[src/rtl/morse_symbol_decoder.sv]
// -----------------------------------------------------------------------------
// morse_symbol_decoder
//
// Times the mark and space intervals of a synchronous Morse key input in
// programmable units. Each mark is classified as a dot or a dash. Each space is
// classified as an intra-letter gap, a letter gap or a word gap. The symbols of
// one letter are packed into a code word that is presented when the letter
// completes.
//
// Optional feature macro: MORSE_DEGLITCH_EN
//   defined   : b -> 2-flop synchronizer -> 4-sample level filter
//               (6 cycles of added latency)
//   undefined : b is used directly and must already be synchronous to clk
//
// Ports
//   clk         in   clock
//   reset_n     in   asynchronous active-low reset
//   tick_en     in   timebase enable; the interval timers advance only when high
//   b           in   key level, 1 = mark
//   dot         out  1-cycle pulse, dot classified
//   dash        out  1-cycle pulse, dash classified
//   lg          out  1-cycle pulse, letter gap
//   wg          out  1-cycle pulse, word gap
//   char_valid  out  1-cycle pulse, letter complete (coincides with lg)
//   char_code   out  bit i = symbol i (1 = dash), first symbol in bit 0
//   char_len    out  symbol count of the letter
//   char_err    out  letter overflowed MAX_SYM symbols
// -----------------------------------------------------------------------------
module morse_symbol_decoder #(
    parameter int UNIT_TICKS = 10,
    parameter int DASH_UNITS = 2,
    parameter int LGAP_UNITS = 3,
    parameter int WGAP_UNITS = 7,
    parameter int MAX_SYM    = 5
) (
    input  logic                             clk,
    input  logic                             reset_n,
    input  logic                             tick_en,
    input  logic                             b,
    output logic                             dot,
    output logic                             dash,
    output logic                             lg,
    output logic                             wg,
    output logic                             char_valid,
    output logic [MAX_SYM-1:0]               char_code,
    output logic [$clog2(MAX_SYM+1)-1:0]     char_len,
    output logic                             char_err
);

    localparam int LEN_W  = $clog2(MAX_SYM + 1);
    localparam int UNIT_W = $clog2(WGAP_UNITS + 1);
    localparam int TICK_W = $clog2(UNIT_TICKS);

    localparam logic [TICK_W-1:0] TICK_ZERO = TICK_W'(0);
    localparam logic [TICK_W-1:0] TICK_LAST = TICK_W'(UNIT_TICKS - 1);
    localparam logic [UNIT_W-1:0] UNIT_ZERO = UNIT_W'(0);
    localparam logic [UNIT_W-1:0] DASH_U    = UNIT_W'(DASH_UNITS);
    localparam logic [UNIT_W-1:0] LGAP_U    = UNIT_W'(LGAP_UNITS);
    localparam logic [UNIT_W-1:0] WGAP_U    = UNIT_W'(WGAP_UNITS);
    // The LGAP state restarts the timer, so the word gap fires after the remainder.
    localparam logic [UNIT_W-1:0] WREST_U   = UNIT_W'(WGAP_UNITS - LGAP_UNITS);
    localparam logic [LEN_W-1:0]  LEN_ZERO  = LEN_W'(0);
    localparam logic [LEN_W-1:0]  LEN_MAX   = LEN_W'(MAX_SYM);

    typedef enum logic [1:0] {
        S_IDLE  = 2'd0,
        S_MARK  = 2'd1,
        S_SPACE = 2'd2,
        S_LGAP  = 2'd3
    } state_t;

    state_t              r_state;
    state_t              w_state_nxt;
    logic [TICK_W-1:0]   r_tick_cnt;
    logic [UNIT_W-1:0]   r_unit_cnt;
    logic [UNIT_W-1:0]   w_unit_inc;
    logic                w_wrap;
    logic                w_key;
    logic                w_dot_nxt;
    logic                w_dash_nxt;
    logic                w_lg_nxt;
    logic                w_wg_nxt;
    logic                w_cv_nxt;
    logic [MAX_SYM-1:0]  r_code_acc;
    logic [LEN_W-1:0]    r_len_acc;
    logic                r_err_acc;
    logic                r_dot;
    logic                r_dash;
    logic                r_lg;
    logic                r_wg;
    logic                r_cv;
    logic [MAX_SYM-1:0]  r_char_code;
    logic [LEN_W-1:0]    r_char_len;
    logic                r_char_err;

`ifdef MORSE_DEGLITCH_EN
    logic       r_sync1;
    logic       r_sync2;
    logic [2:0] r_hist;
    logic       r_filt;

    // Synchronize the key and accept a new level only after 4 identical samples.
    always_ff @(posedge clk or negedge reset_n) begin
        if (!reset_n) begin
            r_sync1 <= 1'b0;
            r_sync2 <= 1'b0;
            r_hist  <= 3'b000;
            r_filt  <= 1'b0;
        end else begin
            r_sync1 <= b;
            r_sync2 <= r_sync1;
            r_hist  <= {r_hist[1:0], r_sync2};
            if (r_hist == {3{r_sync2}}) begin
                r_filt <= r_sync2;
            end else begin
                r_filt <= r_filt;
            end
        end
    end

    assign w_key = r_filt;
`else
    assign w_key = b;
`endif

    // Timer helpers: end-of-unit strobe and saturating unit increment.
    always_comb begin
        w_wrap     = tick_en && (r_tick_cnt == TICK_LAST);
        w_unit_inc = r_unit_cnt;
        if (r_unit_cnt >= WGAP_U) begin
            w_unit_inc = r_unit_cnt;
        end else begin
            w_unit_inc = r_unit_cnt + UNIT_W'(1);
        end
    end

    // Next-state and pulse decode; space thresholds act on the wrap that reaches them.
    always_comb begin
        w_state_nxt = r_state;
        w_dot_nxt   = 1'b0;
        w_dash_nxt  = 1'b0;
        w_lg_nxt    = 1'b0;
        w_wg_nxt    = 1'b0;
        w_cv_nxt    = 1'b0;
        case (r_state)
            S_IDLE: begin
                if (w_key) begin
                    w_state_nxt = S_MARK;
                end else begin
                    w_state_nxt = S_IDLE;
                end
            end
            S_MARK: begin
                if (!w_key) begin
                    if (r_unit_cnt == UNIT_ZERO) begin
                        // Glitch: resume the pending letter if there is one.
                        if (r_len_acc != LEN_ZERO) begin
                            w_state_nxt = S_SPACE;
                        end else begin
                            w_state_nxt = S_IDLE;
                        end
                    end else if (r_unit_cnt < DASH_U) begin
                        w_dot_nxt   = 1'b1;
                        w_state_nxt = S_SPACE;
                    end else begin
                        w_dash_nxt  = 1'b1;
                        w_state_nxt = S_SPACE;
                    end
                end else begin
                    w_state_nxt = S_MARK;
                end
            end
            S_SPACE: begin
                if (w_key) begin
                    w_state_nxt = S_MARK;
                end else if (w_wrap && (w_unit_inc == LGAP_U)) begin
                    w_lg_nxt    = 1'b1;
                    w_cv_nxt    = (r_len_acc != LEN_ZERO);
                    w_state_nxt = S_LGAP;
                end else begin
                    w_state_nxt = S_SPACE;
                end
            end
            S_LGAP: begin
                if (w_key) begin
                    w_state_nxt = S_MARK;
                end else if (w_wrap && (w_unit_inc == WREST_U)) begin
                    w_wg_nxt    = 1'b1;
                    w_state_nxt = S_IDLE;
                end else begin
                    w_state_nxt = S_LGAP;
                end
            end
            default: begin
                w_state_nxt = S_IDLE;
            end
        endcase
    end

    // State register.
    always_ff @(posedge clk or negedge reset_n) begin
        if (!reset_n) begin
            r_state <= S_IDLE;
        end else begin
            r_state <= w_state_nxt;
        end
    end

    // Interval timer: held at zero in IDLE, cleared on every state change.
    always_ff @(posedge clk or negedge reset_n) begin
        if (!reset_n) begin
            r_tick_cnt <= TICK_ZERO;
            r_unit_cnt <= UNIT_ZERO;
        end else if ((r_state == S_IDLE) || (w_state_nxt != r_state)) begin
            r_tick_cnt <= TICK_ZERO;
            r_unit_cnt <= UNIT_ZERO;
        end else if (w_wrap) begin
            r_tick_cnt <= TICK_ZERO;
            r_unit_cnt <= w_unit_inc;
        end else if (tick_en) begin
            r_tick_cnt <= r_tick_cnt + TICK_W'(1);
            r_unit_cnt <= r_unit_cnt;
        end else begin
            r_tick_cnt <= r_tick_cnt;
            r_unit_cnt <= r_unit_cnt;
        end
    end

    // Letter accumulator and presented character; overflow symbols are dropped.
    always_ff @(posedge clk or negedge reset_n) begin
        if (!reset_n) begin
            r_code_acc  <= {MAX_SYM{1'b0}};
            r_len_acc   <= LEN_ZERO;
            r_err_acc   <= 1'b0;
            r_char_code <= {MAX_SYM{1'b0}};
            r_char_len  <= LEN_ZERO;
            r_char_err  <= 1'b0;
        end else if (w_cv_nxt) begin
            r_char_code <= r_code_acc;
            r_char_len  <= r_len_acc;
            r_char_err  <= r_err_acc;
            r_code_acc  <= {MAX_SYM{1'b0}};
            r_len_acc   <= LEN_ZERO;
            r_err_acc   <= 1'b0;
        end else if (w_dot_nxt || w_dash_nxt) begin
            if (r_len_acc < LEN_MAX) begin
                for (int i = 0; i < MAX_SYM; i++) begin
                    if (LEN_W'(i) == r_len_acc) begin
                        r_code_acc[i] <= w_dash_nxt;
                    end else begin
                        r_code_acc[i] <= r_code_acc[i];
                    end
                end
                r_len_acc <= r_len_acc + LEN_W'(1);
            end else begin
                r_err_acc <= 1'b1;
            end
        end else begin
            r_code_acc <= r_code_acc;
            r_len_acc  <= r_len_acc;
            r_err_acc  <= r_err_acc;
        end
    end

    // One-cycle output pulses.
    always_ff @(posedge clk or negedge reset_n) begin
        if (!reset_n) begin
            r_dot  <= 1'b0;
            r_dash <= 1'b0;
            r_lg   <= 1'b0;
            r_wg   <= 1'b0;
            r_cv   <= 1'b0;
        end else begin
            r_dot  <= w_dot_nxt;
            r_dash <= w_dash_nxt;
            r_lg   <= w_lg_nxt;
            r_wg   <= w_wg_nxt;
            r_cv   <= w_cv_nxt;
        end
    end

    assign dot        = r_dot;
    assign dash       = r_dash;
    assign lg         = r_lg;
    assign wg         = r_wg;
    assign char_valid = r_cv;
    assign char_code  = r_char_code;
    assign char_len   = r_char_len;
    assign char_err   = r_char_err;

endmodule

[config.mk]
export PLATFORM = sky130hd
export DESIGN_NAME = morse_symbol_decoder
export DESIGN_NICKNAME = d
export VERILOG_FILES = /design/src/rtl/morse_symbol_decoder.sv
export SDC_FILE = /design/constraint.sdc
export NUM_CORES = 1
export LEC_CHECK = 0
export ABC_AREA = 1
export CAP_MARGIN = 0
export CORE_ASPECT_RATIO = 0.7
export CORE_MARGIN = 4
export CORE_UTILIZATION = 37
export CTS_BUF_LIST = sky130_fd_sc_hd__clkbuf_16
export CTS_CLUSTER_DIAMETER = 30
export DETAILED_ROUTE_END_ITERATION = 10
export PLACE_DENSITY_LB_ADDON = 0.25
export SETUP_SLACK_MARGIN = 0.3
export SYNTH_ARGS = -nofsm -noshare
export SYNTH_HDL_FRONTEND = slang
export SYNTH_SLANG_ARGS = --single-unit
[constraint.sdc]
create_clock -name clk -period 5.8 [get_ports clk]
set_clock_uncertainty 0.1 [all_clocks]
set_input_delay 0.58 -clock clk [delete_from_list [all_inputs] [get_ports clk]]
set_output_delay 0.58 -clock clk [all_outputs]
set_load 0.05 [all_outputs]
==> impl_results.md, run 1 <==
* Status: complete, no violations
* CP Data Arrival Time at 2.44 ns
* First-pass GRT wire length at 6.08 mm
* Syn avg cell area at 8.59 sq um
* Layout net count at 231
* LEAKAGE at 0.990 nW
* FF+latch count, synth at 32
* Worst vdd ir at 0.187 mV
* Number of flops mapped to enable cells by yosys at 0
* Clock Tree Root: clkbuf_16
* Worst hold-check path type: reg2reg
* Initial antenna violation count at 0
* Setup CP Type: reg2reg
* PwrDens at 257 nW/um^2
* Most common cell after layout, fill and taps aside: nand2_1
* Critical Path Sink Type: flop
* DP Area at 1900 sq um
* Final Hold Fails at 0
* Most frequent cells in the layout: nand2_1 (55), dfrtp_1 (32), inv_1 (20), clkdlybuf4s50_1 (17), nor2_1 (13)
* Relative slew margins at 66.5%
* WP data required at 5.86 ns
* Highest routed layer: met4
* Final Instance Area at 2060 sq um
* Hold path cells at 2
* Post-synthesis instance total at 195
* Total of max-cap violations at 0
* GRT Residual Overflow at 0
* Worst r2r src: r_unit_cnt[1]
* Synth Cell Area at 1680 sq um
* CTS tree: yes
* Max frequency at 0.420 GHz
* Startpoint types: flop
* Ys flop type: dfrtp_1
* CP max FO at 24
* Worst-Margin Slew at 0.501 ns
* Fillers at 424
* Area Overhead vs Synth at 23.2%
* Total GRT Usage at 13.8%
* Sequential fraction of the synthesis area at 47.8%
* Initial core utilization at 38.5%
* CTS Buf Count at 5
* DRT Pass-1 Iters at 4
* Antenna-violating nets left at 0
* WL per Instance at 12.4 microns
* RSZ-0062 raised after global routing: no
* Post_cts resized at 0
* Routed WL at 3.39 mm
* DP HPWL at 2.34 mm
* Period utilisation layout at 41.1%
* Clock latency on the worst-skew pair at 0.27 ns
* Row count at 20
* Met2 Wirelength at 1.31 mm
* Number of global-route vias before repair at 1,286
* Via Count at 1,314
* Height of the chip at 64.3 microns
* Setup Total Neg Slack at 0 ns
* Syn nets at 209
* Vias per cell at 4.81
* RR Endpoint: r_len_acc[2]
* Clock slew seen by the registers of the worst setup and hold paths at 0.05 ns
* FF-to-FF path depth at 12
* Full die area at 5690 sq um
* Overall Power at 530 uW
* Port Buf Inserts at 17
* Pin count of the biggest net entering global routing at 33
* Clk sinks at 32
* Post-route minimum period at 2.38 ns
* Chip width at 88.4 microns
* DRC at 0
* Post-CTS Setup Inserts at 0
* Metal-1 WL at 1.91 mm
* # IOs at 18
* Yosys cell types at 27
* WL met3 at 150 microns
* Final setup fails at 0
* Hold endpoint: char_code[4]
* H-Tree Depth at 2
* Layout cells sized above 1 at 9.63%
* Clock buffer depth at 2
* Total core area at 4350 sq um
* Hold_buf cts at 0
* Placer congestion estimate at 0.824
* Ys async rst share at 100%
* Ant. Diodes at 0
* Hold path startpoint: char_code[4]
* Yosys warns at 0
* Final-report max-slew violation count at 0
* Setup slack of the most critical reg-to-reg path at 3.42 ns
* First-iteration detailed-routing DRC count at 77
==> cell usage after synthesis, types with 2 or more instances <==
cell	n	area (sq um)
nand3_2	2	20.0
nor4_1	2	12.5
inv_1	20	75.1
nand2_1	55	206
nand4_1	9	56.3
ha_1	10	125
nand2_2	5	31.3
o21ai_1	11	55.1
o21ai_0	5	25.0
a21oi_1	7	35.0
nand3_1	7	35.0
nor2_1	13	48.8
buf_2	2	10.0
dfrtp_1	32	801
o211ai_1	3	22.5
==> worst max-delay path: stages (launching register included) <==
cell	delay [ns]
dfrtp_1	0.50
ha_1	0.21
ha_1	0.20
inv_2	0.09
or2_2	0.27
nand2_1	0.08
nand3_2	0.10
nor2_4	0.13
nand2_4	0.17
nand2_1	0.14
nand2_1	0.12
nand2_1	0.09
o21ai_1	0.06
==> worst max-delay path by stage <==
| stage | slack (ns) | start | depth (start not counted) | endpoint |
|---|---|---|---|---|
| global route | 3.14 | r_unit_cnt[1] | 13 | r_len_acc[0] |
| finish | 3.42 | r_unit_cnt[1] | 12 | r_len_acc[2] |
| global placement | 3.25 | tick_en | 10 | r_len_acc[0] |
| detailed placement | 3.22 | tick_en | 10 | r_len_acc[0] |
| floorplan | 3.80 | r_unit_cnt[1] | 11 | r_code_acc[0] |
| CTS | 3.42 | r_unit_cnt[1] | 12 | r_len_acc[2] |
==> logic make-up after synthesis <==
group	count (synthesis)	synth area share, %
AND/OR/NAND/NOR	100	28.2
flip-flops	32	47.8
AO/OA/AOI/OAI	27	9.48
buffers and inverters	24	5.97
adder cells (fa/ha/maj)	10	7.47
XOR/XNOR	2	1.05
==> layout make-up <==
| type | instances | area [sq um] | area share [%] |
|---|---|---|---|
| clock buffers | 5 | 125 | 6.06 |
| clock inverters | 3 | 37.5 | 1.82 |
| inverters | 21 | 78.8 | 3.82 |
| multi-input cells | 139 | 774 | 37.5 |
| flip-flops and latches | 32 | 801 | 38.8 |
| well taps | 55 | 68.8 | 3.34 |
| repair buffers | 18 | 178 | 8.61 |
==> power by group <==
part	switching [mW]	leakage (nW)	internal, mW
clock network	0.0903	0.0789	0.199
logic	0.0110	0.477	0.00418
registers	0.000796	0.434	0.224
total	0.102	0.990	0.428
==> flip-flops by register name (all words and copies together) (netlist names) <==
signal / count
r_len_acc: 3
lg: 1
r_tick_cnt: 4
r_code_acc: 5
dash: 1
char_len: 3
wg: 1
char_code: 5
char_valid: 1
r_err_acc: 1
r_unit_cnt: 3
dot: 1
char_err: 1
r_state: 2
==> through the flow <==
step                      utilization [%]  instances  hold slack [ns]  setup slack, ns
final                                47.4        273            0.382             3.42
after global routing                 47.4        273            0.418             3.14
after global placement               43.6        265            0.367             3.25
after floorplan                         -        195            0.184             3.80
after detailed placement             43.6        265            0.372             3.22
after CTS                            47.4        273            0.384             3.42
==> routing by layer <==
layer,global-route usage (%),vias to the layer above
met1,21.0,604
met2,18.3,23
li1,-,685
met4,4.53,0
met5,0,-
met3,3.99,2
No activity file was read; power rests on OpenSTA's default activity.
==> inputs of run 2 (changes only) <==
Clock period 5.8 ns to 2.4 ns, I/O delays scaled along.
==> run 2 against run 1 <==
Net effect:
- sequential power is 140% higher
- highest routed layer unchanged
- routed wire length is 15% higher
- worst setup slack worse by 3.1 ns
- maximum frequency is 15% higher
- worst hold slack worse by 0.12 ns
- non-clock buffer count is 10 higher
- via count is 6.7% higher
- critical endpoint unchanged
- clock power is 150% higher
- sequential share of layout area is 5.0 points lower
==> impl_results.md, run 2 (same netlist as run 1, synthesis figures left out) <==
* Final-report max-slew violation count at 0 (unchanged)
* Vias per cell at 4.90 (+1.8%)
* DP HPWL at 2.54 mm (+8.6%)
* Total GRT Usage at 14.7% (+0.89 points)
* LEAKAGE at 1.06 nW (+6.9%)
* Full die area at 5690 sq um (unchanged)
* Clock slew seen by the registers of the worst setup and hold paths at 0.05 ns (about the same)
* CTS Buf Count at 5 (unchanged)
* Height of the chip at 64.3 microns (unchanged)
* CP max FO at 6 (-75%)
* Antenna-violating nets left at 0 (unchanged)
* Clock buffer depth at 2 (unchanged)
* Worst hold-check path type: in2async
* Clk sinks at 32 (unchanged)
* CP Data Arrival Time at 2.14 ns (-0.30 ns)
* Hold_buf cts at 0 (unchanged)
* Chip width at 88.4 microns (unchanged)
* Area Overhead vs Synth at 41.2%
* FF-to-FF path depth at 12 (unchanged)
* Port Buf Inserts at 17 (unchanged)
* Startpoint types: flop
* CTS tree: yes
* CP startpoint: r_unit_cnt[0]
* First-iteration detailed-routing DRC count at 99 (+29%)
* Seq pwr share at 41.8% (-0.7 points)
* WL per Instance at 13.6 microns (+9.9%)
* Pin count of the biggest net entering global routing at 33 (unchanged)
* Initial antenna violation count at 0 (unchanged)
* Worst r2r src: r_unit_cnt[0]
* PwrDens at 550 nW/um^2 (+110%)
* Layout cells sized above 1 at 26.4% (+17 points)
* Row count at 20 (unchanged)
* Routed WL at 3.90 mm (+15%)
* Setup Total Neg Slack at 0 ns (unchanged)
* Total of max-cap violations at 0 (unchanged)
* Setup CP Type: reg2reg
* Most frequent cells in the layout: nand2_1 (42), dfrtp_1 (32), inv_1 (20), clkdlybuf4s50_1 (17), nand2_2 (14)
* Number of global-route vias before repair at 1,312 (+2.0%)
* Via Count at 1,402 (+6.7%)
* Critical path endpoint: r_len_acc[2]
* RR Endpoint: r_len_acc[2]
* Ant. Diodes at 0 (unchanged)
* Status: complete, no violations
* Int Power at 1.04 mW (+140%)
* Hold_ws at 0.264 ns (-0.118 ns)
* RSZ-0062 raised after global routing: yes
* Clock Tree Root: clkbuf_16
* H-Tree Depth at 2 (unchanged)
* Max frequency at 0.483 GHz (+15%)
* DRT Pass-1 Iters at 4 (unchanged)
* Clock latency on the worst-skew pair at 0.28 ns (about the same)
* WP data required at 2.47 ns (-3.39 ns)
* Worst vdd ir at 0.312 mV (+67%)
* Layout net count at 244 (+5.6%)
* Switching power total at 264 uW (+160%)
* Final Hold Fails at 0 (unchanged)
* Post-route minimum period at 2.07 ns (-0.311 ns)
* Sw Share at 20.3% (+1.0 points)
* # IOs at 18 (unchanged)
* GRT Residual Overflow at 0 (unchanged)
* Most common cell after layout, fill and taps aside: nand2_1
* Logic pwr share at 3.4% (+0.5 points)
* Period utilisation layout at 86.3% (+45 points)
* Total core area at 4350 sq um (unchanged)
* Final setup fails at 0 (unchanged)
* DP Area at 1940 sq um (+2.0%)
* DRC at 0 (unchanged)
* Clock power frac at 54.8% (+0.2 points)
* First-pass GRT wire length at 6.43 mm (+5.8%)
* Critical Path Sink Type: flop
* Worst-Margin Slew at 0.660 ns (+0.159 ns)
* Final Instance Area at 2370 sq um (+15%)
* Fillers at 407 (-4.0%)
* Relative slew margins at 56.0% (-10 points)
* Placer congestion estimate at 0.813 (-1.4%)
* Initial core utilization at 38.5% (unchanged)
* Setup slack of the most critical reg-to-reg path at 0.33 ns (-3.09 ns)
[run 2: metal layers]
layer | GRT usage [%] | routed length, microns | vias up
met4 | 5.09 | 46 | 0
met5 | 0 | 0 | -
met3 | 3.99 | 152 | 3
met1 | 22.7 | 2110 | 662
li1 | - | - | 712
met2 | 19.1 | 1590 | 25
[run 2: worst min path at each step]
stage	slack (ns)	to
after global routing	0.31	char_code[2]
after CTS	0.29	char_code[2]
after global placement	0.37	char_code[1]
final	0.26	char_code[2]
after detailed placement	0.37	char_code[0]
after floorplan	-0.16	char_code[0]
[run 2: area by class of cell]
cell class                      instances  area [sq um]  area share [%]
Clock inverter                          3          38.8            1.64
Multi-Input combinational cell        142           981            41.5
Clock buffer                            5           125            5.29
Tap cell                               55          68.8            2.91
Timing Repair Buffer                   28           264            11.2
Inverter                               21          87.6            3.70
Sequential cell                        32           801            33.8
[run 2: worst max-delay path: stages (launching register included)]
cell	delay (ns)
dfrtp_1	0.35
buf_4	0.15
inv_1	0.08
ha_1	0.31
nand3_1	0.10
nand2_2	0.11
nand3_4	0.10
nor2_4	0.21
nand2_8	0.13
nand2_8	0.11
nand2_2	0.08
nand2_1	0.08
o21ai_2	0.05
[run 2: power by group through the flow]
stage	clock, mW	sequential (mW)	combinational [mW]
floorplan	0	0.553	0.0147
finish	0.714	0.544	0.0444
global placement	0	0.553	0.0387
detailed placement	0	0.553	0.0396
CTS	0.721	0.544	0.0404
global route	0.752	0.544	0.0508
[run 2: metrics by stage]
step	power, mW	util [%]	worst slack (ns)	instances
after floorplan	0.568	-	0.402	195
after global placement	0.592	44.5	0.250	270
after detailed placement	0.593	44.5	0.194	270
after CTS	1.31	49.5	0.310	282
after global routing	1.35	54.3	0.226	286
final	1.30	54.3	0.328	286
[run 2: what timing repair did]
action	in CTS	in global routing
pin swaps	1	14
setup buffers	3	2
resized for setup	5	42
endpoints found under the setup margin	12	24
cloned	1	2
==> inputs of run 3 (changes only) <==
Settings changed: GPL_ROUTABILITY_DRIVEN set to 0.
==> results of run 3 <==
Final layout, timing and power as in run 2 (identical DEF).
